**src/rtl/memory_stage_pkg.sv**
```systemverilog
// Shared types for the memory stage: stage payloads, control, width/writeback
// encodings and the memory FSM state set.
package memory_stage_pkg;

  typedef enum logic [1:0] {
    MEM_BYTE = 2'd0,
    MEM_HALF = 2'd1,
    MEM_WORD = 2'd2
  } memoryWidth_;

  typedef enum logic [1:0] {
    WB_NONE = 2'd0,
    WB_ALU  = 2'd1,
    WB_LOAD = 2'd2,
    WB_PC4  = 2'd3
  } writebackType_;

  typedef enum logic [1:0] {
    IDLE    = 2'd0,
    REQUEST = 2'd1,
    WAIT    = 2'd2,
    DRAIN   = 2'd3
  } memoryState_;

  typedef struct packed {
    logic          stall;
    logic          flush;
  } control_;

  typedef struct packed {
    logic [31:0]   pc;
    logic [31:0]   pcPlus4;
    logic [4:0]    rd;
    logic          memoryReadEnable;
    logic          memoryWriteEnable;
    memoryWidth_   memoryWidth;
    logic          memorySigned;
    logic [31:0]   result;
    logic [31:0]   storeData;
    writebackType_ writebackType;
    logic          valid;
    logic          illegal;
  } executeMemoryPayload_;

  typedef struct packed {
    logic [31:0]   pc;
    logic [31:0]   pcPlus4;
    logic [4:0]    rd;
    logic [31:0]   writeData;
    writebackType_ writebackType;
    logic          valid;
    logic          illegal;
    logic          accessFault;
  } memoryWritebackPayload_;

endpackage

```
**src/rtl/memory_lane_align.sv**
```systemverilog
// Combinational byte-lane steering: store strobes/replicated data and load
// lane extraction with sign/zero extension.
module memory_lane_align
  import memory_stage_pkg::*;
(
  input  memoryWidth_ i_width,
  input  logic        i_signed,
  input  logic [1:0]  i_addr,
  input  logic [31:0] i_storeData,
  input  logic [31:0] i_loadWord,
  output logic [3:0]  o_strobe,
  output logic [31:0] o_storeData,
  output logic [31:0] o_loadData
);

  logic [7:0]  w_byte;
  logic [15:0] w_half;

  always_comb begin
    w_byte = i_loadWord[7:0];
    case (i_addr)
      2'd1:    w_byte = i_loadWord[15:8];
      2'd2:    w_byte = i_loadWord[23:16];
      2'd3:    w_byte = i_loadWord[31:24];
      default: w_byte = i_loadWord[7:0];
    endcase
    w_half = i_addr[1] ? i_loadWord[31:16] : i_loadWord[15:0];

    o_strobe    = 4'b1111;
    o_storeData = i_storeData;
    o_loadData  = i_loadWord;
    case (i_width)
      MEM_BYTE: begin
        o_strobe    = 4'b0001 << i_addr;
        o_storeData = {4{i_storeData[7:0]}};
        o_loadData  = {{24{i_signed & w_byte[7]}}, w_byte};
      end
      MEM_HALF: begin
        o_strobe    = 4'b0011 << i_addr;
        o_storeData = {2{i_storeData[15:0]}};
        o_loadData  = {{16{i_signed & w_half[15]}}, w_half};
      end
      default: ;
    endcase
  end

endmodule

```
**src/rtl/memory_stage.sv**
```systemverilog
// Memory pipeline stage: load/store over a valid/ready data port with lane
// steering, fault/timeout handling and stall. Option: MEMORY_MISALIGN_CHECK_EN.
module memory_stage
  import memory_stage_pkg::*;
#(
  parameter int unsigned TIMEOUT_CYCLES = 255
) (
  input  logic                   clock,
  input  logic                   reset,
  input  executeMemoryPayload_   executeMemoryPayload,
  input  control_                memoryWritebackControl,
  output memoryWritebackPayload_ memoryWritebackPayload,
  output logic                   memoryStallRequest,
  output logic                   dataRequestValid,
  input  logic                   dataRequestReady,
  output logic                   dataRequestWrite,
  output logic [31:0]            dataRequestAddress,
  output logic [31:0]            dataRequestWriteData,
  output logic [3:0]             dataRequestStrobe,
  input  logic                   dataResponseValid,
  input  logic [31:0]            dataResponseData,
  input  logic                   dataResponseError
);

  localparam int unsigned COUNT_W = $clog2(TIMEOUT_CYCLES + 1);
  localparam logic [COUNT_W-1:0] COUNT_LAST = COUNT_W'(TIMEOUT_CYCLES - 1);

  memoryState_            r_state;
  executeMemoryPayload_   r_req;
  memoryWritebackPayload_ r_out;
  memoryWritebackPayload_ r_hold;
  logic                   r_holdValid;
  logic                   r_drainReq;
  logic [COUNT_W-1:0]     r_count;

  executeMemoryPayload_   w_src;
  memoryWritebackPayload_ w_pass;
  memoryWritebackPayload_ w_complete;
  memoryWritebackPayload_ w_outNext;
  logic                   w_outFull;
  logic                   w_access;
  logic                   w_misaligned;
  logic                   w_issue;
  logic                   w_respDone;
  logic                   w_fault;
  logic [31:0]            w_loadData;
  logic [31:0]            w_storeData;
  logic [3:0]             w_strobe;

  // Request fields come from the live input only in IDLE; afterwards from the latched copy.
  assign w_src = (r_state == IDLE) ? executeMemoryPayload : r_req;

  memory_lane_align u_align (
    .i_width     (w_src.memoryWidth),
    .i_signed    (w_src.memorySigned),
    .i_addr      (w_src.result[1:0]),
    .i_storeData (w_src.storeData),
    .i_loadWord  (dataResponseData),
    .o_strobe    (w_strobe),
    .o_storeData (w_storeData),
    .o_loadData  (w_loadData)
  );

  always_comb begin
    w_access = executeMemoryPayload.valid && !executeMemoryPayload.illegal &&
               (executeMemoryPayload.memoryReadEnable || executeMemoryPayload.memoryWriteEnable);
`ifdef MEMORY_MISALIGN_CHECK_EN
    case (executeMemoryPayload.memoryWidth)
      MEM_BYTE: w_misaligned = 1'b0;
      MEM_HALF: w_misaligned = w_access && executeMemoryPayload.result[0];
      default:  w_misaligned = w_access && (executeMemoryPayload.result[1:0] != 2'b00);
    endcase
`else
    w_misaligned = 1'b0;
`endif
    w_issue    = (r_state == IDLE) && !r_holdValid && w_access && !w_misaligned;
    w_respDone = dataResponseValid || (r_count == COUNT_LAST);
    w_fault    = dataResponseValid ? dataResponseError : 1'b1;

    w_pass.pc            = executeMemoryPayload.pc;
    w_pass.pcPlus4       = executeMemoryPayload.pcPlus4;
    w_pass.rd            = executeMemoryPayload.rd;
    w_pass.writeData     = executeMemoryPayload.result;
    w_pass.writebackType = executeMemoryPayload.writebackType;
    w_pass.valid         = executeMemoryPayload.valid;
    w_pass.illegal       = executeMemoryPayload.illegal;
    w_pass.accessFault   = w_misaligned;

    w_complete.pc            = r_req.pc;
    w_complete.pcPlus4       = r_req.pcPlus4;
    w_complete.rd            = r_req.rd;
    w_complete.writebackType = r_req.writebackType;
    w_complete.valid         = r_req.valid;
    w_complete.illegal       = r_req.illegal;
    w_complete.accessFault   = w_fault;
    w_complete.writeData     = (w_fault || r_req.memoryWriteEnable || !r_req.memoryReadEnable)
                               ? '0 : w_loadData;

    w_outNext = w_pass;
    w_outFull = 1'b0;
    case (r_state)
      IDLE: begin
        if (r_holdValid) begin
          w_outNext = r_hold;
          w_outFull = 1'b1;
        end else begin
          w_outFull = !w_issue;
        end
      end
      WAIT: begin
        w_outNext = w_complete;
        w_outFull = w_respDone;
      end
      default: ;
    endcase

    case (r_state)
      IDLE:    memoryStallRequest = r_holdValid ? (memoryWritebackControl.stall && !memoryWritebackControl.flush)
                                                : w_issue;
      REQUEST: memoryStallRequest = 1'b1;
      WAIT:    memoryStallRequest = !(w_respDone && (!memoryWritebackControl.stall || memoryWritebackControl.flush));
      default: memoryStallRequest = r_drainReq || !w_respDone;
    endcase

    dataRequestValid     = w_issue || (r_state == REQUEST) || ((r_state == DRAIN) && r_drainReq);
    dataRequestWrite     = w_src.memoryWriteEnable;
    dataRequestAddress   = {w_src.result[31:2], 2'b00};
    dataRequestWriteData = w_storeData;
    dataRequestStrobe    = w_strobe;
  end

  assign memoryWritebackPayload = r_out;

  always_ff @(posedge clock or posedge reset) begin
    if (reset) begin
      r_state     <= IDLE;
      r_req       <= '0;
      r_out       <= '0;
      r_hold      <= '0;
      r_holdValid <= 1'b0;
      r_drainReq  <= 1'b0;
      r_count     <= '0;
    end else begin
      if (memoryWritebackControl.flush) begin
        r_out.valid <= 1'b0;
      end else if (!memoryWritebackControl.stall) begin
        if (w_outFull) r_out <= w_outNext;
        else           r_out.valid <= 1'b0;
      end

      case (r_state)
        IDLE: begin
          r_count <= '0;
          if (r_holdValid) begin
            if (memoryWritebackControl.flush || !memoryWritebackControl.stall) r_holdValid <= 1'b0;
          end else if (w_issue) begin
            r_req   <= executeMemoryPayload;
            r_state <= dataRequestReady ? WAIT : REQUEST;
          end
        end
        REQUEST: begin
          r_count <= '0;
          if (memoryWritebackControl.flush) begin
            r_state    <= DRAIN;
            r_drainReq <= !dataRequestReady;
          end else if (dataRequestReady) begin
            r_state <= WAIT;
          end
        end
        WAIT: begin
          r_count <= r_count + COUNT_W'(1);
          if (w_respDone) begin
            r_state <= IDLE;
            if (!memoryWritebackControl.flush && memoryWritebackControl.stall) begin
              r_hold      <= w_complete;
              r_holdValid <= 1'b1;
            end
          end else if (memoryWritebackControl.flush) begin
            r_state    <= DRAIN;
            r_drainReq <= 1'b0;
          end
        end
        default: begin
          if (r_drainReq) begin
            r_count <= '0;
            if (dataRequestReady) r_drainReq <= 1'b0;
          end else begin
            r_count <= r_count + COUNT_W'(1);
            if (w_respDone) r_state <= IDLE;
          end
        end
      endcase
    end
  end

endmodule

```
**config.mk**
```make
export PLATFORM = sky130hd
export DESIGN_NAME = memory_stage
export DESIGN_NICKNAME = d
export VERILOG_FILES = /design/src/rtl/memory_stage_pkg.sv /design/src/rtl/memory_lane_align.sv /design/src/rtl/memory_stage.sv
export SDC_FILE = /design/constraint.sdc
export NUM_CORES = 1
export LEC_CHECK = 0
export CAP_MARGIN = 5
export CORE_ASPECT_RATIO = 2
export CORE_MARGIN = 1.5
export CORE_UTILIZATION = 64
export DETAILED_ROUTE_END_ITERATION = 8
export DONT_BUFFER_PORTS = 1
export PLACE_DENSITY = 0.8
export SYNTH_ARGS = -nofsm -noshare
export SYNTH_HDL_FRONTEND = slang
export SYNTH_SLANG_ARGS = --single-unit
```
**constraint.sdc**
```tcl
create_clock -name clock -period 15.7 [get_ports clock]
set_input_delay 3.14 -clock clock [delete_from_list [all_inputs] [get_ports clock]]
set_output_delay 3.14 -clock clock [all_outputs]
set_load 0.005 [all_outputs]
```
# [Word-level counts from Yosys, hierarchy flattened]
# Index checks and enable logic that the tools add are counted.
[word_totals] ff_bits=366 out_inout_bits=177 in_bits=181
[op_classes] n_reduce_logical=35 add_sub_neg=1 eq_ne=19 mux=41 n_shift=2 bitwise=6
[op_table] operator="one-hot mux 106 bit (2 select lines)" n=1
[op_table] operator="one-hot mux 32 bit (2 select lines)" n=2
[op_table] operator="2-to-1 mux 106 bit" n=1
[op_table] operator="2-to-1 mux 72 bit" n=1
[op_table] operator="2-to-1 mux 32 bit" n=1
[op_table] operator="one-hot mux 8 bit (3 select lines)" n=1
[op_table] operator="2-to-1 mux 2 bit" n=10
[op_table] operator="2-to-1 mux 16 bit" n=1
[op_table] operator="!= test 2 bit, second input constant" n=8
[op_table] operator="one-hot mux 8 bit (2 select lines)" n=1
[op_table] operator="2-to-1 mux 1 bit" n=14
[op_table] operator="AND reduction 3 bit" n=4
[op_table] operator="zero test 1 bit" n=9
[op_table] operator="adder 8 x 1 -> 8 bit, second input constant" n=1
[op_table] operator="equality test 2 bit, second input constant" n=4
[op_table] operator="equality test 8 bit, second input constant" n=1
[op_table] operator="logical OR 1 bit" n=8
[op_table] operator="2-to-1 mux 8 bit" n=1
[op_table] operator="one-hot mux 4 bit (2 select lines)" n=1
[op_table] operator="logical AND 1 bit" n=7
[op_table] operator="equality test 2 x 1 -> 1 bit, second input constant" n=3
[op_table] operator="!= test 3 bit, second input constant" n=2
[op_table] operator="one-hot mux 1 bit (3 select lines)" n=2
[op_table] operator="one-hot mux 2 bit (3 select lines)" n=1
[op_table] operator="other kinds (13)" n=19

# [Logic depth before layout (Yosys ltp)]
# Gate-level depths: netlist (run 1).
[logic_depth] depth_word=11 mapped_depth=10

# [By module]
# Synthesis (run 1) repeated with hierarchy kept, for this count alone.
[unflattened] hier_cells=1537 hier_area_um2=18601.6
[by_module_without_submodules] module="memory_stage" n_inst=1 cells_per_inst=1327 area_each_um2=17154.0
[by_module_without_submodules] module="memory_lane_align" n_inst=1 cells_per_inst=210 area_each_um2=1447.6

# [Worst setup path after synthesis (run 1)]
# Ideal clock, no wire load.
[synth_path] path_kind="input to output" startpoint="input executeMemoryPayload[71] in the netlist's numbering" endpoint="output dataRequestValid" required_ns=12.560 path_slack_ns=8.335 arrival_ns=4.225 path_buffers=2 stages=6 cell_sequence="nor2_1 nor3_1 nand2_1 clkbuf_1 buf_1 nand2_1"
[synth_between] elab_chain_len=5
[synth_rtl] element="start: declaration" line="memory_stage.sv:10" text="input executeMemoryPayload_ executeMemoryPayload,"
[synth_rtl] element="logical OR 1 bit" line="memory_stage.sv:66" text="(executeMemoryPayload.memoryReadEnable || executeMemoryPayload.memoryWriteEnable);"
[synth_rtl] element="logical AND 1 bit" line="memory_stage.sv:65" text="w_access = executeMemoryPayload.valid && !executeMemoryPayload.illegal &&"
[synth_rtl] element="logical AND 1 bit" line="memory_stage.sv:76" text="w_issue = (r_state == IDLE) && !r_holdValid && w_access && !w_misaligned;"
[synth_rtl] element="logical OR 1 bit (2 in a row)" line="memory_stage.sv:125" text="dataRequestValid = w_issue || (r_state == REQUEST) || ((r_state == DRAIN) && r_drainReq);"
[synth_rtl] element="end: declaration" line="memory_stage.sv:14" text="output logic dataRequestValid,"
# No other way between the ends.

# [Worst setup path in the final report (run 1)]
[layout_path] startpoint="input executeMemoryPayload[70] in the netlist's numbering" endpoint="output dataRequestStrobe[3]"
[layout_between] elab_chain_len=3
[layout_rtl] element="2-to-1 mux 72 bit *" line="memory_stage.sv:51" text="assign w_src = (r_state == IDLE) ? executeMemoryPayload : r_req;"
[layout_rtl] element="equality test 2 x 1 -> 1 bit / zero test 2 bit (equally long branches)" line="memory_lane_align.sv:32" text="case (i_width)"
[layout_rtl] element="one-hot mux 4 bit (2 select lines) *" line="memory_lane_align.sv:32"
[layout_rtl] element="end: declaration" line="memory_stage.sv:19" text="output logic [3:0] dataRequestStrobe,"
# Mark *: on every way between the ends. The rest lies on a longest branch, timed or not.

==> results by group, run 1 <==
Clock tree
  – H-tree depth: 1
  – Worst-Skew Late Latency: 570 ps
  – Clk slew on worst S/H paths: 60 ps
  – Clock Sinks: 366
  – Post_cts resized: 0
  – Root Driver: clkbuf_16
  – CTS tree: yes
  – CTS max path bufs: 3
  – Postcts setup bufs: 0
  – CTS Hold Bufs: 0
  – Clock buffer count from CTS: 31

Pwr
  – Pleak: 8.32 nW
  – Seq pwr share: 0.419
  – Overall Power: 0.00413 W
  – Combinational power share: 0.392
  – Sw power: 0.00164 W
  – Max VDD drop: 0.000158 V
  – Sw Ratio: 0.397
  – Pwr Density: 217 nW/um^2
  – Clock network fraction of total power: 0.188
  – Design internal power: 0.00249 W

Timing
  – Normalized max-slew margin: 0.267
  – Setup violators final: 0
  – Layout Skew: 10.7 ps
  – TNS Setup: 0 ps
  – Worst-margin pin slew: 1100 ps
  – Tcrit/Tclk final: 0.476
  – Crit path time final: 7480 ps
  – Unrepaired setup endpoints after global routing: false
  – Final hold vios: 0
  – Max Freq: 0.134 GHz
  – Slew Limit Fails: 0

Placed design
  – PortBufs: 0
  – Post-DP HPWL: 30500 um
  – Area after DPL: 18000 sq um
  – GP Congestion: 0.913

Route
  – Via/cell ratio: 6.57
  – Vias post-DR: 13200
  – Initial DRC count: 939
  – Post-route ant nets: 0
  – Final wirelength: 46800 um
  – DRC errors left: 0
  – 1st-pass router iterations: 5
  – WL/cell: 23.3 um

Critical path
  – Worst Path Required: 12560 ps
  – Crit end category: output pin
  – Slowest CP cell: mux2i_4
  – Worst EP arrival: 4340 ps
  – Worst path max stage delay: 570 ps
  – Cell Chain, Critical Path: mux2i_4, buf_4, o21ai_0
  – Critical path fanouts, max: 33
  – Crit path buffers/inverters: 1
  – CP Class: in -> out
  – CP startpoint kind: primary input
  – CP delay by family, top: multiplexers

Logic synthesis
  – Commonest cells post-synth: nand2_1, dfrtp_1, mux2_2
  – Area share of the largest cell type after synthesis: 0.512
  – Main synth FF type: dfrtp_1
  – Unique masters post-synth: 55
  – Post-synthesis sequential area ratio: 0.512
  – Yosys warns: 0
  – EDFF count, synth: 0
  – Post-Syn Area: 17900 sq um
  – Syn Inst Count: 1719
  – Synthesized area per cell: 10.4 sq um
  – Largest cells by area after synthesis: dfrtp_1, mux2_2, nand2_1
  – Post-synth ARST share: 1.00
  – Seq cells post-synth: 366
  – Area leader, netlist: dfrtp_1
  – Count leader, synth: nand2_1

Job
  – Max-cap violation count: 0

Finish
  – Fin nets: 1825
  – Design area: 19000 sq um
  – FILL cells: 2093
  – Layout cells sized above 1: 0.181
  – P&R area growth vs syn: 6.23%
  – Final core utilization: 0.690

Floorplan
  – Die Width: 121 um
  – Die area: 29000 sq um
  – I/O pins: 358
  – Site row count: 86
  – Die height: 240 um
  – Initial core utilization: 0.650
  – CORE AREA: 27500 sq um

Hold path
  – Hold crit path type: reg -> reg

Global route
  – Vias in the first global route: 13800
  – Largest net degree at the start of global routing: 180
  – First-pass GRT wire length: 72700 um
  – Total track usage: 0.318
  – Initial antenna violation count: 1
  – GR Overflow Total: 0

Outcome
  – Status: finished clean
[worst min-delay path: cells and delay by family, from the launching register on]
kind,cells,cell delay (ps)
simple gates,2,100
flops,1,340
[placed cells by master, fill, tap and decap left out, drive strengths merged, types with 26 or more instances in the layout]
cell type | synthesis | layout
o21ai | 41 | 41
mux2i | 39 | 39
nor2 | 131 | 131
o31ai | 41 | 41
a21oi | 26 | 26
mux2 | 260 | 260
a31oi | 78 | 78
clkbuf | 67 | 37
dfrtp | 366 | 366
nand2 | 369 | 369
a22oi | 73 | 73
[metrics by stage]
stage                     setup WS [ps]  instances  hold slack, ps
after floorplan                    2400       1720             440
after global placement             8300       1956             452
after detailed placement           8250       1956             457
after CTS                          8250       2011             473
after global routing               8100       2012             496
final                              8220       2012             469
[cell type report]
type	instances	area (sq um)	share of cell area
Clock buffer	37	828	0.0436
Inverter	8	37.5	0.00197
Sequential cell	366	9160	0.482
Clock inverter	18	183	0.00961
Multi-Input combinational cell	1211	8210	0.432
Tap cell	352	440	0.0232
Timing Repair Buffer	19	155	0.00816
Antenna cell	1	2.50	0.000132
[registers in the layout, indices dropped and copies added, names as in the netlist]
| signal | count |
|---|---|
| r_req | 142 |
| memoryWritebackPayload | 106 |
| r_hold | 106 |
| r_count | 8 |
| r_state | 2 |
| r_drainReq | 1 |
| r_holdValid | 1 |
[layer usage]
metal	vias to the layer above	routed length, um	GRT usage
met3	152	3550	0.0760
met2	541	24200	0.555
met4	0	2550	0.176
met5	-	0	0
li1	5917	-	-
met1	6613	16500	0.351
[cell families (layout without fill, tap and decap cells)]
logic type	after synthesis	after routing	synth area share
fa+ha+maj	7	7	0.00489
simple gates	556	556	0.125
other cells	1	3	0.000209
compound gates	341	341	0.135
flops	366	366	0.512
xor+xnor	6	6	0.00294
mux	299	299	0.186
buf+inv	143	82	0.0348
[power by group through the flow]
stage	combinational (W)	clock (W)	sequential, W
after floorplan	0.00131	0	0.00161
after global placement	0.00155	0	0.00171
after detailed placement	0.00160	0	0.00174
after CTS	0.00161	0.000790	0.00172
after global routing	0.00177	0.000827	0.00178
final	0.00162	0.000778	0.00173
[worst paths after layout]
kind	startpoint	to	slack, ps	depth (start not counted)
max in group asynchronous	reset	r_hold[82]	10660	3
min in group asynchronous	reset	r_req[42]	2630	1
min reg2reg	r_hold[79]	r_hold[79]	470	2
min	r_hold[79]	r_hold[79]	470	2
max	executeMemoryPayload[70]	dataRequestStrobe[3]	8220	3
max reg2reg	r_state[0]	r_hold[33]	11640	8
Power figures use the tool's default switching activity.
==> run 2: changes to the inputs <==
--- a/config.mk
+++ b/config.mk
@@ -8,10 +8,10 @@
 export CAP_MARGIN = 5
 export CORE_ASPECT_RATIO = 2
 export CORE_MARGIN = 1.5
-export CORE_UTILIZATION = 64
+export CORE_UTILIZATION = 58
 export DETAILED_ROUTE_END_ITERATION = 8
 export DONT_BUFFER_PORTS = 1
-export PLACE_DENSITY = 0.8
+export PLACE_DENSITY = 0.76
 export SYNTH_ARGS = -nofsm -noshare
 export SYNTH_HDL_FRONTEND = slang
 export SYNTH_SLANG_ARGS = --single-unit
==> constraint.sdc (replaced) <==
create_clock -name clock -period 6.1 [get_ports clock]
set_input_delay 1.22 -clock clock [delete_from_list [all_inputs] [get_ports clock]]
set_output_delay 1.22 -clock clock [all_outputs]
set_load 0.005 [all_outputs]
==> run 2 against run 1 <==
  * Worst setup slack worse by 6900 ps
  * Critical path depth rose by 2
  * Flip-flop and latch count unchanged
  * Final cell count increased by 1.0%
  * Utilization decreased by 5.3 points
  * Hold slack gained 4.2 ps
  * Clock skew increased by 8.6 ps
  * Register-to-register slack got worse by 9600 ps
  * Via count grew 1.2%
  * Critical path type is now reg -> out
  * Critical endpoint is now dataRequestValid
==> results by group, run 2 (synthesis gave the netlist of run 1 again) <==
Placed design
  – Area after DPL: 18000 sq um
  – Post-DP HPWL: 31400 um
  – GP Congestion: 0.877
  – PortBufs: 0

Timing
  – Final hold vios: 0
  – Crit path time final: 4740 ps
  – TNS Setup: 0 ps
  – Normalized max-slew margin: 0.202
  – Layout Skew: 19.3 ps
  – Setup violators final: 0
  – Worst-margin pin slew: 1200 ps
  – Unrepaired setup endpoints after global routing: false
  – Max Freq: 0.211 GHz
  – Tcrit/Tclk final: 0.777
  – Slew Limit Fails: 0

Route
  – WL/cell: 23.8 um
  – Initial DRC count: 993
  – Final wirelength: 48400 um
  – Post-route ant nets: 0
  – Via/cell ratio: 6.58
  – 1st-pass router iterations: 6
  – Vias post-DR: 13400
  – DRC errors left: 0

Floorplan
  – Die Width: 127 um
  – CORE AREA: 30300 sq um
  – Site row count: 90
  – Die height: 251 um
  – Die area: 32000 sq um
  – I/O pins: 358
  – Initial core utilization: 0.591

Global route
  – Initial antenna violation count: 1
  – Largest net degree at the start of global routing: 111
  – Total track usage: 0.302
  – First-pass GRT wire length: 76000 um
  – Vias in the first global route: 13700
  – GR Overflow Total: 0

Finish
  – Commonest non-fill, non-tap cell in the layout: nand2_1
  – Top reg by flops: r_req
  – Design area: 19300 sq um
  – Layout cells sized above 1: 0.185
  – Antenna diodes: 0
  – Flip-flop count of the largest register after layout: 142
  – P&R area growth vs syn: 7.93%
  – Fin nets: 1830
  – Commonest non-fill, non-tap cells in the layout: nand2_1, dfrtp_1, mux2_2

Pwr
  – Seq pwr share: 0.400
  – Combinational power share: 0.380
  – Pleak: 8.46 nW
  – Sw power: 0.00429 W
  – Sw Ratio: 0.387
  – Clock network fraction of total power: 0.221
  – Pwr Density: 574 nW/um^2
  – Design internal power: 0.00680 W
  – Overall Power: 0.0111 W
  – Max VDD drop: 0.000394 V

Clock tree
  – CTS max path bufs: 3
  – Root Driver: clkbuf_16
  – CTS Hold Bufs: 0
  – Postcts setup bufs: 0
  – Clk slew on worst S/H paths: 70 ps
  – CTS tree: yes
  – Clock Sinks: 366
  – Post_cts resized: 0
  – H-tree depth: 2
  – Worst-Skew Late Latency: 530 ps
  – Clock buffer count from CTS: 34

Critical path
  – Crit path buffers/inverters: 2
  – CP delay by family, top: buffers and inverters
  – Worst path max stage delay: 770 ps
  – CP Class: reg -> out
  – Cell Chain, Critical Path: inv_1, ha_4, buf_4, nand2_4, nand2_1
  – Worst Path Required: 4880 ps
  – Slowest CP cell: buf_4
  – Worst EP arrival: 3520 ps
  – Critical path fanouts, max: 63
  – CP startpoint kind: flip-flop
  – Crit end category: output pin

Job
  – Max-cap violation count: 0

Outcome
  – Status: finished clean

Hold path
  – Hold crit path type: reg -> reg
## run 2: cell count changes in the layout (fill, tap and decap cells not counted), sizes merged
cell | previous run | this run
clkinv | 10 | 3
bufinv | 3 | 9
clkbuf | 37 | 41
buf | 19 | 21
inv | 9 | 11
clkinvlp | 4 | 3
diode | 1 | 0
## run 2: stage by stage
stage	utilization	cells	hold slack [ps]	setup slack [ps]
after detailed placement	0.596	1974	457	1880
after CTS	0.638	2033	475	1300
final	0.638	2033	473	1360
after floorplan	-	1720	440	-30.2
after global routing	0.638	2033	491	1080
after global placement	0.596	1974	452	1930
## run 2: layout make-up
class,count,area [sq um]
Multi-Input combinational cell,1211,8210
Sequential cell,366,9160
Clock inverter,18,335
Tap cell,368,460
Inverter,8,33.8
Timing Repair Buffer,21,183
Clock buffer,41,938
Fill cell,2397,11000
## run 2: tightest hold or removal path, stage by stage (launching register included)
cell and delay (ps):
dfrtp_1 340, nand2_1 50, nand2_1 60
## run 2: routing by layer
| metal | track usage | vias up | wire [um] |
|---|---|---|---|
| met5 | 0 | - | 0 |
| met4 | 0.179 | 0 | 3120 |
| met3 | 0.0812 | 169 | 3820 |
| met2 | 0.521 | 550 | 24700 |
| met1 | 0.330 | 6731 | 16700 |
| li1 | - | 5935 | - |
## run 2: worst paths after layout
| check | cells after the start | slack, ps | startpoint | to |
|---|---|---|---|---|
| setup / recovery | 5 | 1360 | r_state[0] | dataRequestValid |
| max in group asynchronous | 2 | 3820 | reset | r_req[17] |
| hold / removal | 2 | 470 | r_hold[89] | r_hold[89] |
| hold reg to reg | 2 | 470 | r_hold[89] | r_hold[89] |
| min in group asynchronous | 1 | 760 | reset | memoryWritebackPayload[64] |
| setup reg to reg | 7 | 2000 | r_state[0] | memoryWritebackPayload[91] |
## run 2: power by group through the flow
| stage | Combinational (W) | Clock (W) | Sequential, W |
|---|---|---|---|
| after floorplan | 0.00338 | 0 | 0.00413 |
| after global placement | 0.00405 | 0 | 0.00439 |
| after detailed placement | 0.00418 | 0 | 0.00446 |
| after CTS | 0.00420 | 0.00248 | 0.00442 |
| after global routing | 0.00462 | 0.00257 | 0.00456 |
| final | 0.00421 | 0.00245 | 0.00443 |
